## config.mk

```make
export PLATFORM = sky130hd
export DESIGN_NAME = status_reg
export DESIGN_NICKNAME = d
export VERILOG_FILES = /design/src/rtl/status_reg_pkg.sv /design/src/rtl/status_reg_irq_mask_delay.sv /design/src/rtl/status_reg.sv
export SDC_FILE = /design/constraint.sdc
export NUM_CORES = 1
export LEC_CHECK = 0
export CELL_PAD_IN_SITES_DETAIL_PLACEMENT = 0
export CELL_PAD_IN_SITES_GLOBAL_PLACEMENT = 2
export CORE_MARGIN = 2
export CORE_UTILIZATION = 29
export DETAILED_ROUTE_END_ITERATION = 10
export DONT_BUFFER_PORTS = 1
export PLACE_DENSITY_LB_ADDON = 0.1
export SLEW_MARGIN = 20
export SYNTH_ARGS = -nofsm -noshare
export SYNTH_HDL_FRONTEND = slang
export SYNTH_SLANG_ARGS = --single-unit
```

## constraint.sdc

```tcl
create_clock -name clk -period 1.09 [get_ports clk]
set_input_delay 0.218 -clock clk [delete_from_list [all_inputs] [get_ports clk]]
set_output_delay 0.218 -clock clk [all_outputs]
set_load 0.01 [all_outputs]
```

## src/rtl/status_reg_pkg.sv

```systemverilog
// Shared encodings for the 6502 status register and the control unit that drives it.
package status_reg_pkg;

   // Bit positions inside the P image
   localparam int P_C = 0;
   localparam int P_Z = 1;
   localparam int P_I = 2;
   localparam int P_D = 3;
   localparam int P_B = 4;
   localparam int P_5 = 5;
   localparam int P_V = 6;
   localparam int P_N = 7;

   // flag_op encodings
   localparam logic [2:0] FLAG_OP_NONE = 3'b000;
   localparam logic [2:0] FLAG_OP_SEC  = 3'b001;
   localparam logic [2:0] FLAG_OP_CLC  = 3'b010;
   localparam logic [2:0] FLAG_OP_SEI  = 3'b011;
   localparam logic [2:0] FLAG_OP_CLI  = 3'b100;
   localparam logic [2:0] FLAG_OP_SED  = 3'b101;
   localparam logic [2:0] FLAG_OP_CLD  = 3'b110;
   localparam logic [2:0] FLAG_OP_CLV  = 3'b111;

   // flag_src encodings (11 is reserved and behaves as ALU)
   localparam logic [1:0] FLAG_SRC_ALU  = 2'b00;
   localparam logic [1:0] FLAG_SRC_PULL = 2'b01;
   localparam logic [1:0] FLAG_SRC_BIT  = 2'b10;

   // IRQ mask delay FSM states
   typedef enum logic {
      IM_IDLE = 1'b0,
      IM_PEND = 1'b1
   } im_state_e;

endpackage

```

## src/rtl/status_reg_irq_mask_delay.sv

```systemverilog
// Delays changes of the I flag, as seen by interrupt sampling, by a number of
// instruction boundaries. SEI masks immediately; unmasking waits.
module irq_mask_delay
   import status_reg_pkg::*;
#(
   parameter int I_DELAY = 1
) (
   input  logic i_clk,
   input  logic i_rst_n,
   input  logic i_i_wr,        // I flag written this cycle (SEI, CLI, PULL)
   input  logic i_i_new,       // value being written to I
   input  logic i_i_cur,       // live I register
   input  logic i_sei,         // the write is an SEI (fast-path mask)
   input  logic i_instr_done,  // instruction boundary strobe
   output logic o_mask_eff
);

   localparam int CW = (I_DELAY < 2) ? 1 : $clog2(I_DELAY + 1);

   im_state_e       r_state;
   logic [CW-1:0]   r_cnt;
   logic            r_mask;
   im_state_e       w_state_nxt;
   logic [CW-1:0]   w_cnt_nxt;
   logic            w_mask_nxt;

   // State register: FSM state, boundary counter and the effective mask
   always_ff @(posedge i_clk or negedge i_rst_n) begin
      if (!i_rst_n) begin
         r_state <= IM_IDLE;
         r_cnt   <= '0;
         r_mask  <= 1'b1;
      end else begin
         r_state <= w_state_nxt;
         r_cnt   <= w_cnt_nxt;
         r_mask  <= w_mask_nxt;
      end
   end

   // Next state: a write (re)loads the counter and wins over a coincident boundary
   always_comb begin
      w_state_nxt = r_state;
      w_cnt_nxt   = r_cnt;
      w_mask_nxt  = r_mask;
      if (i_i_wr) begin
         if (I_DELAY == 0) begin
            w_state_nxt = IM_IDLE;
            w_mask_nxt  = i_i_new;
         end else begin
            w_state_nxt = IM_PEND;
            w_cnt_nxt   = CW'(I_DELAY);
            if (i_sei) w_mask_nxt = 1'b1;
         end
      end else if (r_state == IM_PEND && i_instr_done) begin
         if (r_cnt <= CW'(1)) begin
            w_state_nxt = IM_IDLE;
            w_cnt_nxt   = '0;
            w_mask_nxt  = i_i_cur;
         end else begin
            w_cnt_nxt = r_cnt - CW'(1);
         end
      end
   end

   // Output: effective mask is a plain register value
   always_comb begin
      o_mask_eff = r_mask;
   end

endmodule

```

## src/rtl/status_reg.sv

```systemverilog
// 6502 processor status register: flag capture from the ALU, set/clear ops,
// PLP/RTI pulls, the stack push image and a delayed IRQ mask.
module status_reg
   import status_reg_pkg::*;
#(
   parameter logic [7:0] P_RESET = 8'h34,
   parameter int         I_DELAY = 1
) (
   input  logic       clk,
   input  logic       resetn,
   input  logic [7:0] alu_Y,
   input  logic       alu_carry_out,
   input  logic       alu_overflow,
   input  logic [7:0] data_in,
   input  logic [1:0] flag_src,
   input  logic       upd_nz,
   input  logic       upd_c,
   input  logic       upd_v,
   input  logic       upd_all,
   input  logic [2:0] flag_op,
   input  logic       brk_push,
   input  logic       instr_done,
   output logic [7:0] p_reg,
   output logic [7:0] p_push,
   output logic       carry_flag,
   output logic       decimal_flag,
   output logic       irq_mask_eff
);

   logic r_n, r_v, r_d, r_i, r_z, r_c;
   logic w_n_nxt, w_v_nxt, w_d_nxt, w_i_nxt, w_z_nxt, w_c_nxt;
   logic w_pull_src, w_bit_src;
   logic w_src_n, w_src_v, w_src_z;
   logic w_i_wr, w_sei;
   logic w_unused;

   // B and bit5 do not exist as storage; pulled copies are dropped
   assign w_unused = ^data_in[5:4];

   assign w_pull_src = (flag_src == FLAG_SRC_PULL);
   assign w_bit_src  = (flag_src == FLAG_SRC_BIT);

   // Per-source values for the partial-update path (reserved source acts as ALU)
   assign w_src_n = (w_pull_src || w_bit_src) ? data_in[P_N] : alu_Y[7];
   assign w_src_v = (w_pull_src || w_bit_src) ? data_in[P_V] : alu_overflow;
   assign w_src_z = w_pull_src ? data_in[P_Z] : (alu_Y == 8'h00);

   // Per-bit next value: pull beats flag_op beats the individual enables
   always_comb begin
      w_n_nxt = r_n;
      w_v_nxt = r_v;
      w_d_nxt = r_d;
      w_i_nxt = r_i;
      w_z_nxt = r_z;
      w_c_nxt = r_c;
      if (upd_all) begin
         w_n_nxt = data_in[P_N];
         w_v_nxt = data_in[P_V];
         w_d_nxt = data_in[P_D];
         w_i_nxt = data_in[P_I];
         w_z_nxt = data_in[P_Z];
         w_c_nxt = data_in[P_C];
      end else begin
         if (upd_nz) begin
            w_n_nxt = w_src_n;
            w_z_nxt = w_src_z;
         end
         if (upd_v) w_v_nxt = w_src_v;
         if (upd_c) w_c_nxt = alu_carry_out;
         case (flag_op)
            FLAG_OP_SEC: w_c_nxt = 1'b1;
            FLAG_OP_CLC: w_c_nxt = 1'b0;
            FLAG_OP_SEI: w_i_nxt = 1'b1;
            FLAG_OP_CLI: w_i_nxt = 1'b0;
            FLAG_OP_SED: w_d_nxt = 1'b1;
            FLAG_OP_CLD: w_d_nxt = 1'b0;
            FLAG_OP_CLV: w_v_nxt = 1'b0;
            default:     ;
         endcase
      end
   end

   // Flag registers; I always comes out of reset set
   always_ff @(posedge clk or negedge resetn) begin
      if (!resetn) begin
         r_n <= P_RESET[P_N];
         r_v <= P_RESET[P_V];
         r_d <= P_RESET[P_D];
         r_i <= 1'b1;
         r_z <= P_RESET[P_Z];
         r_c <= P_RESET[P_C];
      end else begin
         r_n <= w_n_nxt;
         r_v <= w_v_nxt;
         r_d <= w_d_nxt;
         r_i <= w_i_nxt;
         r_z <= w_z_nxt;
         r_c <= w_c_nxt;
      end
   end

   // Only a winning SEI takes the immediate-mask path; a pull overrides flag_op
   assign w_sei  = !upd_all && (flag_op == FLAG_OP_SEI);
   assign w_i_wr = upd_all || (flag_op == FLAG_OP_SEI) || (flag_op == FLAG_OP_CLI);

   irq_mask_delay #(
      .I_DELAY (I_DELAY)
   ) u_irq_mask_delay (
      .i_clk        (clk),
      .i_rst_n      (resetn),
      .i_i_wr       (w_i_wr),
      .i_i_new      (w_i_nxt),
      .i_i_cur      (r_i),
      .i_sei        (w_sei),
      .i_instr_done (instr_done),
      .o_mask_eff   (irq_mask_eff)
   );

   // Output images straight from the registers
   always_comb begin
      p_reg        = {r_n, r_v, 1'b1, 1'b0,     r_d, r_i, r_z, r_c};
      p_push       = {r_n, r_v, 1'b1, brk_push, r_d, r_i, r_z, r_c};
      carry_flag   = r_c;
      decimal_flag = r_d;
   end

endmodule
```

# After elaboration in Yosys (flattened, before gate mapping)
# Index checks and enable logic that the tools add are counted.
dict set report word_totals {
  regBits 9
  in_bits 31
  output_inout_bits 19
}
dict set report op_classes {
  addsub 1
  magnitude_cmp 1
  eq_ne 10
  n_mux 27
  n_reduce_logical 16
}
# cell count
set ops {}
lappend ops {{1-bit two-way mux} 24}
lappend ops {{3-bit == test, second input constant} 4}
lappend ops {{3-bit nonzero test} 3}
lappend ops {{8-bit logical NOT} 1}
lappend ops {{3-bit by 2-bit == test with 1-bit output, second input constant} 2}
lappend ops {{1-bit one-hot mux with 2 select lines} 3}
lappend ops {{2-bit nonzero test} 3}
lappend ops {{4-bit nonzero test} 1}
lappend ops {{3-bit by 1-bit == test with 1-bit output, second input constant} 1}
lappend ops {{1-bit logical OR} 3}
lappend ops {{3-bit AND reduction} 1}
lappend ops {{2-bit by 1-bit == test with 1-bit output, second input constant} 1}
lappend ops {{2-bit == test, second input constant} 1}
lappend ops {{1-bit logical AND} 2}
lappend ops {{2-bit inequality test, second input constant} 1}
lappend ops {{2-bit AND reduction} 1}
lappend ops {{1-bit <= comparator, second input constant} 1}
lappend ops {{1-bit logical NOT} 1}
lappend ops {{1-bit subtractor, second input constant} 1}

# Depth between registers and ports, before layout
dict set report depth {
  ltp_word 6
  depth_mapped 6
  depth_no_buf 6
}

# By module
# Synthesis repeated with hierarchy kept, for this count alone.
dict set report unflattened {
  cells_unflattened 72
  area_unflattened_um2 636.9
}
# mod n_inst cells_per_inst area_each_um2 seq_area_each_um2
set modules_own_cells {}
lappend modules_own_cells {status_reg 1 64 534.3 151.4}
lappend modules_own_cells {irq_mask_delay 1 8 102.6 51.3}

# Worst setup path after synthesis
# No wires, ideal clock.
dict set report synth_path {
  kind {flip-flop to flip-flop}
  startpoint {reg carry_flag (netlist name)}
  endpoint {reg r_c, in the netlist carry_flag}
  arrival_ns 0.908
  required_time_ns 0.969
  path_slack_ns 0.061
  path_stages_with_launch 5
  cell_sequence {dfrtp_1 > mux2i_1 > nor2b_1 > nor2_1 > a22o_1}
}
# item line_no
set synth_rtl {}
lappend synth_rtl {{end signal, assigned} status_reg.sv:91} ;# r_c <= P_RESET[P_C];
lappend synth_rtl {{end signal, assigned} status_reg.sv:98} ;# r_c <= w_c_nxt;
lappend synth_rtl {{end, declared} status_reg.sv:30} ;# logic r_n, r_v, r_d, r_i, r_z, r_c;

# Final worst setup path
dict set report layout_path {
  startpoint {reg r_i}
  endpoint {out p_reg[2]}
}
# item line_no
set layout_rtl {}
lappend layout_rtl {{start, declared} status_reg.sv:30}
lappend layout_rtl {{start signal, assigned} status_reg.sv:96} ;# r_i <= w_i_nxt;
lappend layout_rtl {{end, declared} status_reg.sv:23} ;# output logic [7:0] p_reg,
# No word-level cell between the ends.

==> results.txt <==
- The die is 50.4 um wide.
- Top routing layer used: met4
- The signal on the critical path passes through buf_6.
- The detail route stage leaves a number of antenna-violating nets equal to 0.
* Buffers added on ports: 0
- Outcome: finished, violations left
- Final #Nets: 104
- Broken down by cell family, the worst path's largest delay share belongs to flip-flops.
- Most common library cell in the layout ignoring fill and taps: nor2_1
* Placement Rows: 16
- The cell area that synthesis handed to floorplanning was 624 um2.
- Total global routing track utilization: 11.3%
- Post-layout minimum cycle time: 1.13 ns
- Storage cell area: 203 um2
- Sequential share of the synthesized area: 32.5%
- Leak pwr: 0.273 nW
- For the worst setup path, the data required time is 0.87 ns.
- Fraction of layout instances using a drive strength above 1: 18.6%
- Area growth from synthesis to layout: -1.00%
- The tree is rooted in a clkbuf_4.
- Slowest cell on the critical path: dfstp_2
- CTS tree: done
- The core region is 2000 um2.
- The worst setup path is launched from a flop.
- Hold Slack: 0.0336 ns
- Number of non-filler instances in the completed layout: 97
- Pin count of the biggest net entering global routing: 17
* Num ports: 50
* Category of the critical setup timing path: reg2out
* Mean routed wirelength per cell: 13.4 um
* Unrepaired setup endpoints after global routing: true
- After detailed routing, the met2 layer carries 584 um of wire.
* Total half-perimeter wirelength after legalization and detailed placement: 976 um
- Of all flip-flops after synthesis, the portion carrying an async set or reset was 100%.
* Violated checks: negative setup slack
* Maximum vdd drop: 0.423 mV
- Total power: 0.791 mW
* Kind of capture point of the worst setup path: primary output
* #FFs+latches synth: 8
- Area taken by multi-input logic gates: 282 um2
- Post-route DRC violation count: 0
- The congestion estimate from routability-driven global placement came to 0.675.
- After filler insertion, the fill cell instance count of the layout stands at 238.
* Most frequent cells in the layout: 7 x nor2_1, 6 x dfrtp_1, 5 x inv_1, 5 x o21ai_0, 5 x buf_4
- Max-cap violations in this run came to 0.
- Number of buffers inserted during clock tree synthesis: 3
* Insertion delay of the later-clocked pin in the worst-skew pair: 0.25 ns
* Gate count of the mapped netlist: 76
- Via count of the first global-routing pass: 456
- Max-slew violations: 0
* Average via count per standard cell: 4.88
* Number of setup violations in the final report: 2
- Number of antenna cells inserted: 0
* Maximum buffer depth of the clock tree: 2
- Power spread over the standard cell area amounts to 1280 nW/um2.
* Dpl cell area: 574 um2
* CP peak stage delay: 0.55 ns
- The die covers 2540 um2.
- Core occupancy in the finished layout: 30.9%
* Arrival @ worst endpoint: 0.91 ns
- Post-route setup slack: -0.0424 ns
- The first global-routing pass estimated 2070 um of wire.
- Number of detailed-routing iterations run before antenna repair: 4
* Detailed Route Iter0 Violations: 4
- Clock-pin slew was measured on the worst setup and hold paths at 0.06 ns.
* Worst clock skew: 0.00157 ns
- Period utilization: 104%
- H-tree levels: 1
* Top achievable clock speed: 0.883 GHz
* Number of enable flip-flop cells after synthesis: 0
- Crit path buf inv count: 1
* Final hold vios: 0
* Via total after detailed routing: 473
* Count of warnings emitted by yosys: 0
- Fin area: 618 um2
- Synth unique cells: 27
* Met1 Routed Length: 580 um
- In this run, placement finished with an instance count of 92.
- Die extent in y: 50.4 um
- Clock tree sinks: 8
- Once the floorplan was initialized, standard cells occupied 31.2% of the core.
- Highest fanout seen on the critical path: 2
* Synthesized area per cell: 8.22 um2
- The initial antenna violation count is 0.
* Sum of met3 wire segment lengths after detailed routing: 117 um
* Wire length reported by the detailed router: 1300 um
- Tightest Hold Check Type: in2reg
- The most used flip-flop cell after synthesis is dfrtp_1.
- Total global routing overflow: 0
## through the flow
step / setup TNS [ns] / setup WS (ns)
after floorplan: 0 / 0.0611
after global placement: 0 / 0.00704
after detailed placement: 0 / 0.00208
after CTS: -0.109 / -0.0545
after global routing: -0.178 / -0.0716
final: -0.0848 / -0.0424
## worst paths after layout
kind,from,end,slack (ns),cells past startpoint
hold / removal,upd_all,r_i,0.03,1
hold reg to reg,u_irq_mask_delay.o_mask_eff,u_irq_mask_delay.o_mask_eff,0.49,2
max in group asynchronous,resetn,r_i,0.45,1
setup / recovery,r_i,p_reg[2],-0.04,1
min in group asynchronous,resetn,r_z,0.32,1
setup reg to reg,r_i,r_i,0.02,3
## cells in the mapped netlist (2+ instances only)
cell type,number,share of area [%]
nand2_1,3,1.8
conb_1,2,1.2
buf_4,16,19
a21oi_1,4,3.2
mux2i_1,2,3.2
nor2_1,7,4.2
nor2b_1,3,3.0
o31ai_1,2,2.4
dfrtp_1,6,24
a31oi_1,3,3.0
o22a_1,2,2.8
nor4_1,2,2.0
o21ai_0,5,4.0
dfstp_2,2,8.4
inv_1,5,3.0
## metal layers
layer	track usage [%]	vias up
met4	7.21	0
met1	14.0	218
met2	17.1	20
li1	-	233
met3	3.27	2
met5	0	-
## where the power goes
group / total [mW] / switching [mW] / internal, mW
logic: 0.185 / 0.0968 / 0.0878
registers: 0.365 / 0.0278 / 0.338
clock network: 0.241 / 0.114 / 0.127
total: 0.791 / 0.238 / 0.553
## flip-flops by register name, indices dropped and copies added, names as in the netlist
| register | count |
|---|---|
| r_v | 1 |
| u_irq_mask_delay.o_mask_eff | 1 |
| r_n | 1 |
| decimal_flag | 1 |
| r_i | 1 |
| carry_flag | 1 |
| r_z | 1 |
| u_irq_mask_delay.r_cnt | 1 |
## cells by family after synthesis
group	share of synthesized area [%]
buf+inv	23.0
compound gates	21.6
simple gates	16.4
flops	32.5
mux	3.21
other cells	1.20
fa+ha+maj	2.00
## what timing repair did
item	4_1_cts	5_1_grt
setup endpoints to repair	2	3
resized for setup	1	0
setup buffers	1	0
endpoints found under the hold margin	8	0
cloned	0	0
hold buffers	1	0
## cell type report
| class | count | area share, % |
|---|---|---|
| Sequential cell | 8 | 32.8 |
| Timing Repair Buffer | 7 | 9.51 |
| Tap cell | 27 | 5.47 |
| Multi-Input combinational cell | 47 | 45.5 |
| Clock buffer | 3 | 3.64 |
| Inverter | 5 | 3.04 |
No activity file was read; power rests on OpenSTA's default activity.
